==> src/rtl/brc_arbiter.sv <==
// rtl/brc_arbiter.sv - two-requester round-robin front end for one shared branch comparator
module brc_arbiter #(
   parameter int DATA_W = 32
) (
   input  logic              i_clk,
   input  logic              i_rst_n,
   input  logic [1:0]        i_req_valid,
   output logic [1:0]        o_req_ready,
   input  logic [DATA_W-1:0] i_rs1_data_0,
   input  logic [DATA_W-1:0] i_rs2_data_0,
   input  logic              i_br_un_0,
   input  logic [DATA_W-1:0] i_rs1_data_1,
   input  logic [DATA_W-1:0] i_rs2_data_1,
   input  logic              i_br_un_1,
   output logic [1:0]        o_rsp_valid,
   input  logic [1:0]        i_rsp_ready,
   output logic              o_br_less,
   output logic              o_br_equal,
   output logic              o_rsp_id
);

   typedef enum logic {
      IDLE = 1'b0,
      RESP = 1'b1
   } state_t;

   state_t            state;
   logic              rr_ptr;
   logic [1:0]        grant;
   logic              sel_id;
   logic [DATA_W-1:0] op_a;
   logic [DATA_W-1:0] op_b;
   logic              op_un;
   logic [DATA_W:0]   ext_a;
   logic [DATA_W:0]   ext_b;
   logic              cmp_less;
   logic              cmp_equal;

   // Reset gates the grant so nothing is offered while i_rst_n is low.
   always_comb begin
      grant = 2'b00;
      if (i_rst_n && state == IDLE) begin
         case (i_req_valid)
            2'b01:   grant = 2'b01;
            2'b10:   grant = 2'b10;
            2'b11:   grant = rr_ptr ? 2'b10 : 2'b01;
            default: grant = 2'b00;
         endcase
      end
   end

   assign o_req_ready = grant;
   assign sel_id      = grant[1];

   assign op_a  = sel_id ? i_rs1_data_1 : i_rs1_data_0;
   assign op_b  = sel_id ? i_rs2_data_1 : i_rs2_data_0;
   assign op_un = sel_id ? i_br_un_1    : i_br_un_0;

   // One extra bit turns both signednesses into a single signed compare.
   assign ext_a     = {~op_un & op_a[DATA_W-1], op_a};
   assign ext_b     = {~op_un & op_b[DATA_W-1], op_b};
   assign cmp_less  = $signed(ext_a) < $signed(ext_b);
   assign cmp_equal = (op_a == op_b);

   always_ff @(posedge i_clk or negedge i_rst_n) begin
      if (!i_rst_n) begin
         state       <= IDLE;
         rr_ptr      <= 1'b0;
         o_rsp_valid <= 2'b00;
         o_br_less   <= 1'b0;
         o_br_equal  <= 1'b0;
         o_rsp_id    <= 1'b0;
      end else begin
         case (state)
            IDLE: begin
               if (grant != 2'b00) begin
                  state       <= RESP;
                  rr_ptr      <= ~sel_id;
                  o_rsp_valid <= grant;
                  o_br_less   <= cmp_less;
                  o_br_equal  <= cmp_equal;
                  o_rsp_id    <= sel_id;
               end
            end
            RESP: begin
               if (i_rsp_ready[o_rsp_id]) begin
                  state       <= IDLE;
                  o_rsp_valid <= 2'b00;
               end
            end
            default: begin
               state       <= IDLE;
               o_rsp_valid <= 2'b00;
            end
         endcase
      end
   end

endmodule

==> config.mk <==
export PLATFORM = sky130hd
export DESIGN_NAME = brc_arbiter
export DESIGN_NICKNAME = d
export VERILOG_FILES = /design/src/rtl/brc_arbiter.sv
export SDC_FILE = /design/constraint.sdc
export NUM_CORES = 1
export LEC_CHECK = 0
export ABC_CLOCK_PERIOD_IN_PS = 3130
export CORE_ASPECT_RATIO = 1.25
export CORE_MARGIN = 3
export CORE_UTILIZATION = 25
export CTS_CLUSTER_DIAMETER = 30
export DETAILED_ROUTE_END_ITERATION = 16
export GPL_ROUTABILITY_DRIVEN = 0
export PLACE_DENSITY = 0.73
export SLEW_MARGIN = 10
export SYNTH_ARGS = -nofsm -noshare
export SYNTH_HDL_FRONTEND = slang
export SYNTH_SLANG_ARGS = --single-unit
==> constraint.sdc <==
create_clock -name i_clk -period 3.13 [get_ports i_clk]
set_input_delay 0.626 -clock i_clk [delete_from_list [all_inputs] [get_ports i_clk]]
set_output_delay 0.626 -clock i_clk [all_outputs]
set_load 0.01 [all_outputs]
==> key figures <==
Worst setup path
  – Critical path startpoint category: primary input
  – Worst setup path start: i_rst_n
  – Critical path start-end classification: in -> reg
  – Data arrival time at the worst-slack endpoint: 3.11 ns
  – Worst flop-to-flop path startpoint: state
  – Required time reported for the critical path endpoint: 3.30 ns
  – Highest fanout seen on the critical path: 17
  – Kind of end point of the critical path: flop

Synthesis
  – Syn nets: 439
  – Synthesized area: 1927 µm²
  – Post-synthesis average cell area: 7.032 µm²
  – Number of unique standard cell types used by synthesis: 43
  – Post-synthesis cell count: 274
  – Total of flip-flops plus latches after synthesis: 7
  – Sequential element share of the synthesized area: 0.09091
  – Number of warnings issued by yosys: 0

CTS
  – Worst-path clk slew: 0.04 ns
  – Hold-fix buffer count after cts: 0
  – TritonCTS clock tree: done
  – Number of buffers on the longest clock path: 2
  – CTS sink cnt: 7
  – Clock latency at the later pin of the worst-skew pair: 0.23 ns
  – CTS Buf Count: 3
  – Clock Root Buffer: sky130_fd_sc_hd__clkbuf_8
  – Htree depth: 1

Routing
  – First-pass detailed-route iteration total: 6
  – DRC marker count from the first detailed-route iteration: 98
  – Per-cell routed wire length: 14.15 µm
  – Detailed-route vias per instance: 4.582
  – Vias after detailed routing: 2,433
  – Drc violations: 0
  – Total wirelength of the detailed-routed design: 7.514 mm
  – Detail Route Antenna Nets: 0

Placement
  – Number of I/O port buffers: 142
  – HPWL after DPL: 6.305 mm
  – Post-Place Worst Slack: -0.4509 ns

Finish
  – Post-layout net count: 605
  – Antenna cell count: 0
  – Most common library cell in the layout ignoring fill and taps: sky130_fd_sc_hd__clkdlybuf4s50_1
  – Commonest cells after routing, fill and taps aside: 139 x sky130_fd_sc_hd__clkdlybuf4s50_1, 94 x sky130_fd_sc_hd__nand2_1, 27 x sky130_fd_sc_hd__mux2i_1, 27 x sky130_fd_sc_hd__ha_1, 24 x sky130_fd_sc_hd__buf_4
  – Ratio of cells with drive above 1 in the final layout: 0.1071
  – Syn-to-layout area delta: 98.96%

Min path
  – Hold Path Class: in -> async

Power and ir drop
  – Net load switching power: 0.4469 mW
  – Part of the power in the clock network: 0.112
  – Post-route total power: 1.167 mW
  – Switch share: 0.3831
  – Maximum ir drop on the vdd rail: 0.2849 mV
  – Cell-internal power: 0.7197 mW
  – Leakage: 1.786 nW
  – Areal power density over the cells: 304.3 nW/µm²
  – Power share of the sequential group: 0.139
  – Comb power frac: 0.748

GRT
  – Initial antenna violation count: 0
  – Maximum number of pins on one net before global-route repair: 18
  – Tot GR Track Use: 0.1589
  – Number of global-route vias before repair: 2,576
  – Wire length of the first global-routing pass: 11.79 mm
  – Total congestion overflow: 0

Timing
  – Endpoints failing hold: 0
  – Count of final max-slew check failures: 0
  – Setup TNS after final layout: 0 ns
  – Worst clock skew: 0.005030 ns
  – Slack of the critical path: 0.1891 ns
  – Unrepaired setup endpoints after global routing: false
  – Final worst-path cycle share: 0.9396
  – Number of setup violations in the final report: 0
  – Transition time at the pin with the least slew margin: 0.4927 ns
  – Min Clock Period, post-route: 2.941 ns
  – Worst slew slack as a fraction of its limit: 0.6703
  – Fmax: 340.0 MHz

Status
  – Outcome: finished clean

Floorplan
  – Area of the placeable core: 7445 µm²
  – Total I/O pin count: 143
  – Width of the chip: 84.53 µm
  – Row count: 35
  – Die area: 8804 µm²
  – Initial Util: 0.2588
  – Vert. Die Dim: 104.2 µm

Job
  – Maximum Capacitance Violations: 0
## registers in the layout, indices dropped and copies added, names as in the netlist
name         flops
o_rsp_valid      2
o_br_equal       1
o_br_less        1
o_rsp_id         1
rr_ptr           1
state            1
## Yosys cell counts
library cell | count | share of area
sky130_fd_sc_hd__a2111o_1 | 1 | 0.0058
sky130_fd_sc_hd__a2111oi_0 | 2 | 0.0091
sky130_fd_sc_hd__a2111oi_1 | 1 | 0.0052
sky130_fd_sc_hd__a211oi_1 | 2 | 0.0078
sky130_fd_sc_hd__a21o_1 | 7 | 0.027
sky130_fd_sc_hd__a21oi_1 | 14 | 0.036
sky130_fd_sc_hd__a311oi_2 | 1 | 0.0078
sky130_fd_sc_hd__a31oi_1 | 1 | 0.0032
sky130_fd_sc_hd__a41oi_1 | 1 | 0.0045
sky130_fd_sc_hd__and2_1 | 1 | 0.0032
sky130_fd_sc_hd__and3_1 | 2 | 0.0065
sky130_fd_sc_hd__and3b_1 | 1 | 0.0045
sky130_fd_sc_hd__and4_1 | 3 | 0.014
sky130_fd_sc_hd__buf_2 | 3 | 0.0078
sky130_fd_sc_hd__buf_6 | 2 | 0.012
sky130_fd_sc_hd__clkbuf_1 | 6 | 0.012
sky130_fd_sc_hd__dfrtp_1 | 7 | 0.091
sky130_fd_sc_hd__ha_1 | 29 | 0.19
sky130_fd_sc_hd__inv_1 | 6 | 0.012
sky130_fd_sc_hd__inv_2 | 1 | 0.0019
sky130_fd_sc_hd__maj3_1 | 2 | 0.010
sky130_fd_sc_hd__mux2i_1 | 30 | 0.16
sky130_fd_sc_hd__nand2_1 | 94 | 0.18
sky130_fd_sc_hd__nand2_4 | 1 | 0.0058
sky130_fd_sc_hd__nand2b_1 | 6 | 0.019
sky130_fd_sc_hd__nand3_1 | 3 | 0.0078
sky130_fd_sc_hd__nand3b_1 | 1 | 0.0039
sky130_fd_sc_hd__nand4_1 | 4 | 0.013
sky130_fd_sc_hd__nor2_1 | 8 | 0.016
sky130_fd_sc_hd__nor2b_1 | 8 | 0.026
sky130_fd_sc_hd__nor3_1 | 2 | 0.0052
sky130_fd_sc_hd__nor4_1 | 2 | 0.0065
sky130_fd_sc_hd__nor4bb_1 | 1 | 0.0052
sky130_fd_sc_hd__o2111ai_1 | 1 | 0.0045
sky130_fd_sc_hd__o21ai_0 | 7 | 0.018
sky130_fd_sc_hd__o21ai_1 | 1 | 0.0026
sky130_fd_sc_hd__o21ba_1 | 1 | 0.0052
sky130_fd_sc_hd__o221ai_1 | 1 | 0.0045
sky130_fd_sc_hd__o22ai_1 | 1 | 0.0032
sky130_fd_sc_hd__o41ai_1 | 1 | 0.0045
sky130_fd_sc_hd__o41ai_2 | 1 | 0.0084
sky130_fd_sc_hd__xnor2_1 | 5 | 0.023
sky130_fd_sc_hd__xor2_1 | 2 | 0.0091
## layout make-up
type / instances / area [µm²]
Fill cell: 694 / 3611
Sequential cell: 7 / 175.2
Tap cell: 92 / 115.1
Multi-Input combinational cell: 249 / 1759
Timing Repair Buffer: 172 / 1708
Clock buffer: 4 / 45.04
Inverter: 7 / 31.28
## final timing paths
kind                                        to  slack (ns)  depth (start not counted)
worst max-delay path                 o_br_less        0.19                         12
worst min-delay path            o_rsp_valid[1]        0.48                          2
worst max register to register       o_br_less        0.42                         13
worst min register to register  o_rsp_valid[1]        0.49                          2
max in group asynchronous               rr_ptr        2.50                          2
min in group i_clk              o_rsp_valid[1]        0.49                          2
## metrics by stage
stage	util	instances	instance area, µm²	hold WS, ns
after floorplan	-	274	1929	0.3304
after global placement	0.4850	523	3611	0.4621
after detailed placement	0.4850	523	3611	0.4637
after CTS	0.4965	527	3696	0.4840
after global routing	0.5150	531	3834	0.5080
final	0.5150	531	3834	0.4844
## critical path, stage by stage
cell and delay [ns]:
sky130_fd_sc_hd__dlygate4sd2_1 0.26, sky130_fd_sc_hd__and3b_2 0.23, sky130_fd_sc_hd__nand2_4 0.12, sky130_fd_sc_hd__buf_12 0.16, sky130_fd_sc_hd__mux2i_1 0.22, sky130_fd_sc_hd__ha_1 0.28, sky130_fd_sc_hd__a21o_1 0.18, sky130_fd_sc_hd__a2111o_1 0.38
sky130_fd_sc_hd__a21oi_2 0.12, sky130_fd_sc_hd__nor4bb_4 0.21, sky130_fd_sc_hd__o22ai_1 0.12, sky130_fd_sc_hd__o21ba_1 0.21
## power groups by stage
stage | clock, mW | combinational [mW] | sequential [mW]
after floorplan | 0 | 0.414 | 0.164
after global placement | 0 | 0.803 | 0.159
after global routing | 0.139 | 0.972 | 0.167
final | 0.131 | 0.873 | 0.163
after detailed placement | 0 | 0.817 | 0.160
after CTS | 0.133 | 0.837 | 0.161
## metal layers
metal / vias to the layer above / routed length (µm) / track usage
met5: - / 0 / 0
met4: 0 / 70 / 0.02376
met3: 6 / 339 / 0.02377
met2: 69 / 3935 / 0.2990
met1: 1060 / 3168 / 0.1905
li1: 1298 / - / -
## kinds of logic (layout without fill, tap and decap cells)
group           Yosys count  in the layout  synth area share
compound gates           44             44            0.1584
xor+xnor                  7              7           0.03182
fa+ha+maj                31             31            0.1987
buf+inv                  18            183           0.04480
flops                     7              7           0.09091
mux                      30             30            0.1558
simple gates            137            137            0.3195
## what timing repair did
item	4_1_cts	5_1_grt
endpoints found under the setup margin	2	2
gates resized for setup	10	17
gates cloned	0	1
buffers inserted	0	3
pin swaps	3	14
Power figures use the tool's default switching activity.
==> edit, RTL diff (same settings) <==
`DATA_W`: 32 -> 40.
--- a/src/rtl/brc_arbiter.sv
+++ b/src/rtl/brc_arbiter.sv
@@ -2,3 +2,3 @@
 module brc_arbiter #(
-   parameter int DATA_W = 32
+   parameter int DATA_W = 40
 ) (
Interface: changed (resized i_rs1_data_0, i_rs1_data_1, i_rs2_data_0 and i_rs2_data_1); port bits go from 143 to 175. The function was not compared with the original's and may differ.
==> edit against the unedited design <==
  * Setup slack worse by 0.066 ns
  * Register-to-register slack got worse by 0.25 ns
  * Synthesized area rose by 18%
  * Routed wire length increased by 15%
  * Sequential cell count stayed put
  * Final area is 21% higher
  * Sequential power is 3% lower
  * Total power up 12%
  * Synthesized cell count is 9.5% lower
  * Core utilization increased by 1.6 points
  * Largest cell class unchanged
==> edit: results (changes against the unedited design) <==
stage	metric	value	unit	change
status	status	complete, no violations		unchanged
layout	max reg flops	2		unchanged
global_routing	first-pass GRT wire length	13.9	mm	was 11.8 mm
placement	Port Buffers	174		was 142
layout	Biggest register	o_rsp_valid		unchanged
routing	Pre-Repair DR Iteration Count	4		was 6
layout	number of fill cells	834		was 694
cts	Worst-path clk slew	0.04	ns	about the same
worst_setup_path	Worst Path Max Fanout	7		was 17
yosys	Synth warnings	0		unchanged
placement	DP HPWL	7.22	mm	was 6.31 mm
layout	share of post-route cells with drive strength above 1	22.2	%	was 10.7%
cts	H-tree levels	1		unchanged
global_routing	GRT met1 Usage	17.8	%	was 19.0%
cts	# Post-CTS Setup Buffers	5		was 0
worst_setup_path	slowest stage cell, crit path	a2111oi_4		was a2111o_1
pwr	Net Switching	0.000465	W	was 0.000447 W
cts	CTS resizes	24		was 10
sta	endpoints failing setup	0		unchanged
cts	CTS buffer count	3		unchanged
layout	diode count	0		unchanged
yosys	adder-cell share of the synthesized area	22.6	%	was 19.9%
pwr	Leakage	1.89	nW	was 1.79 nW
cts	CTS root buffer	clkbuf_8		unchanged
worst_setup_path	crit path to	o_br_less$_DFFE_PN0P_		unchanged
routing	via density per instance	4.65		was 4.58
global_routing	pin count of the biggest net entering global routing	21		was 18
yosys	Yosys cell types	45		was 43
routing	drt initial violations	67		was 98
global_routing	met3 GRT Util	3.82	%	was 2.38%
yosys	ys async rst share	100	%	unchanged
worst_setup_path	worst r2r path cells	12		was 13
worst_setup_path	Worst path max stage delay	0.37	ns	
pwr	clock group power	0.000130	W	
sta	Hold WS	0.343	ns	was 0.484 ns
routing	WL/cell	15.0	um	was 14.2 um
yosys	xor/xnor share of the synthesized area	3.09	%	was 3.18%
worst_setup_path	CP arrival	3.15	ns	was 3.11 ns
global_routing	initial antenna violation count	0		unchanged
yosys	top cells by count, synth	mux2_2, mux2i_1, ha_1		was nand2_1, mux2i_1, ha_1
worst_setup_path	CP delay by family, top	compound AO/OA/AOI/OAI gates		unchanged
worst_setup_path	Crit. Startpoint	i_req_valid[1]		was i_rst_n
yosys	Seq/Total Area, Yosys	7.73	%	was 9.09%
yosys	syn_nets	453		was 439
worst_hold_path	hold crit path type	in -> async		unchanged
yosys	Synth Area in Compound Gates	14.4	%	was 15.8%
sta	worst clock skew	0.00443	ns	was 0.00503 ns
layout	Layout Nets	661		was 605
worst_setup_path	reg-to-reg slack, setup	0.17	ns	was 0.42 ns
pwr	Worst IR Drop VDD	0.148	mV	was 0.285 mV
sta	relative slew slack	56.8	%	was 67.0%
cts	Clock Latency Late Sink	0.23	ns	about the same
global_routing	GR Layer Usage met2	32.5	%	was 29.9%
yosys	top post-synthesis cells by area	ha_1, mux2_2, mux2i_1, dfrtp_1, inv_1		was ha_1, nand2_1, mux2i_1, dfrtp_1, a21oi_1
pwr	Combinational Power	0.00102	W	was 0.000873 W
cts	Max Root-Sink Buffers	2		unchanged
global_routing	vias in the first global route	2930		was 2576
yosys	mux contribution to synthesized area	36.2	%	was 15.6%
worst_setup_path	reg2reg start	state$_DFF_PN0_		unchanged
global_routing	total track usage	16.5	%	was 15.9%
-- edit: metrics by stage --
| stage | setup slack (ns) | total power (W) | std cells | area (sq um) |
|---|---|---|---|---|
| final | 0.123 | 0.00131 | 575 | 4640 |
| after global routing | 0.0133 | 0.00142 | 575 | 4640 |
| after CTS | 0.00606 | 0.00130 | 573 | 4600 |
| after detailed placement | -0.628 | 0.00109 | 562 | 4360 |
| after global placement | -0.573 | 0.00107 | 562 | 4360 |
| after floorplan | 0.0204 | 0.000631 | 248 | 2280 |
-- edit: layer usage --
metal / up-vias / wire length (um)
met4: 0 / 63
met2: 121 / 4650
met1: 1194 / 3220
met5: - / 0
li1: 1353 / -
met3: 5 / 681
-- edit: cell type report --
class | instances | share of cell area (%)
repair buffers | 212 | 45.2
clock buffers | 4 | 0.971
multi-input cells | 215 | 45.4
well taps | 120 | 3.24
flip-flops and latches | 7 | 3.77
inverters | 17 | 1.38
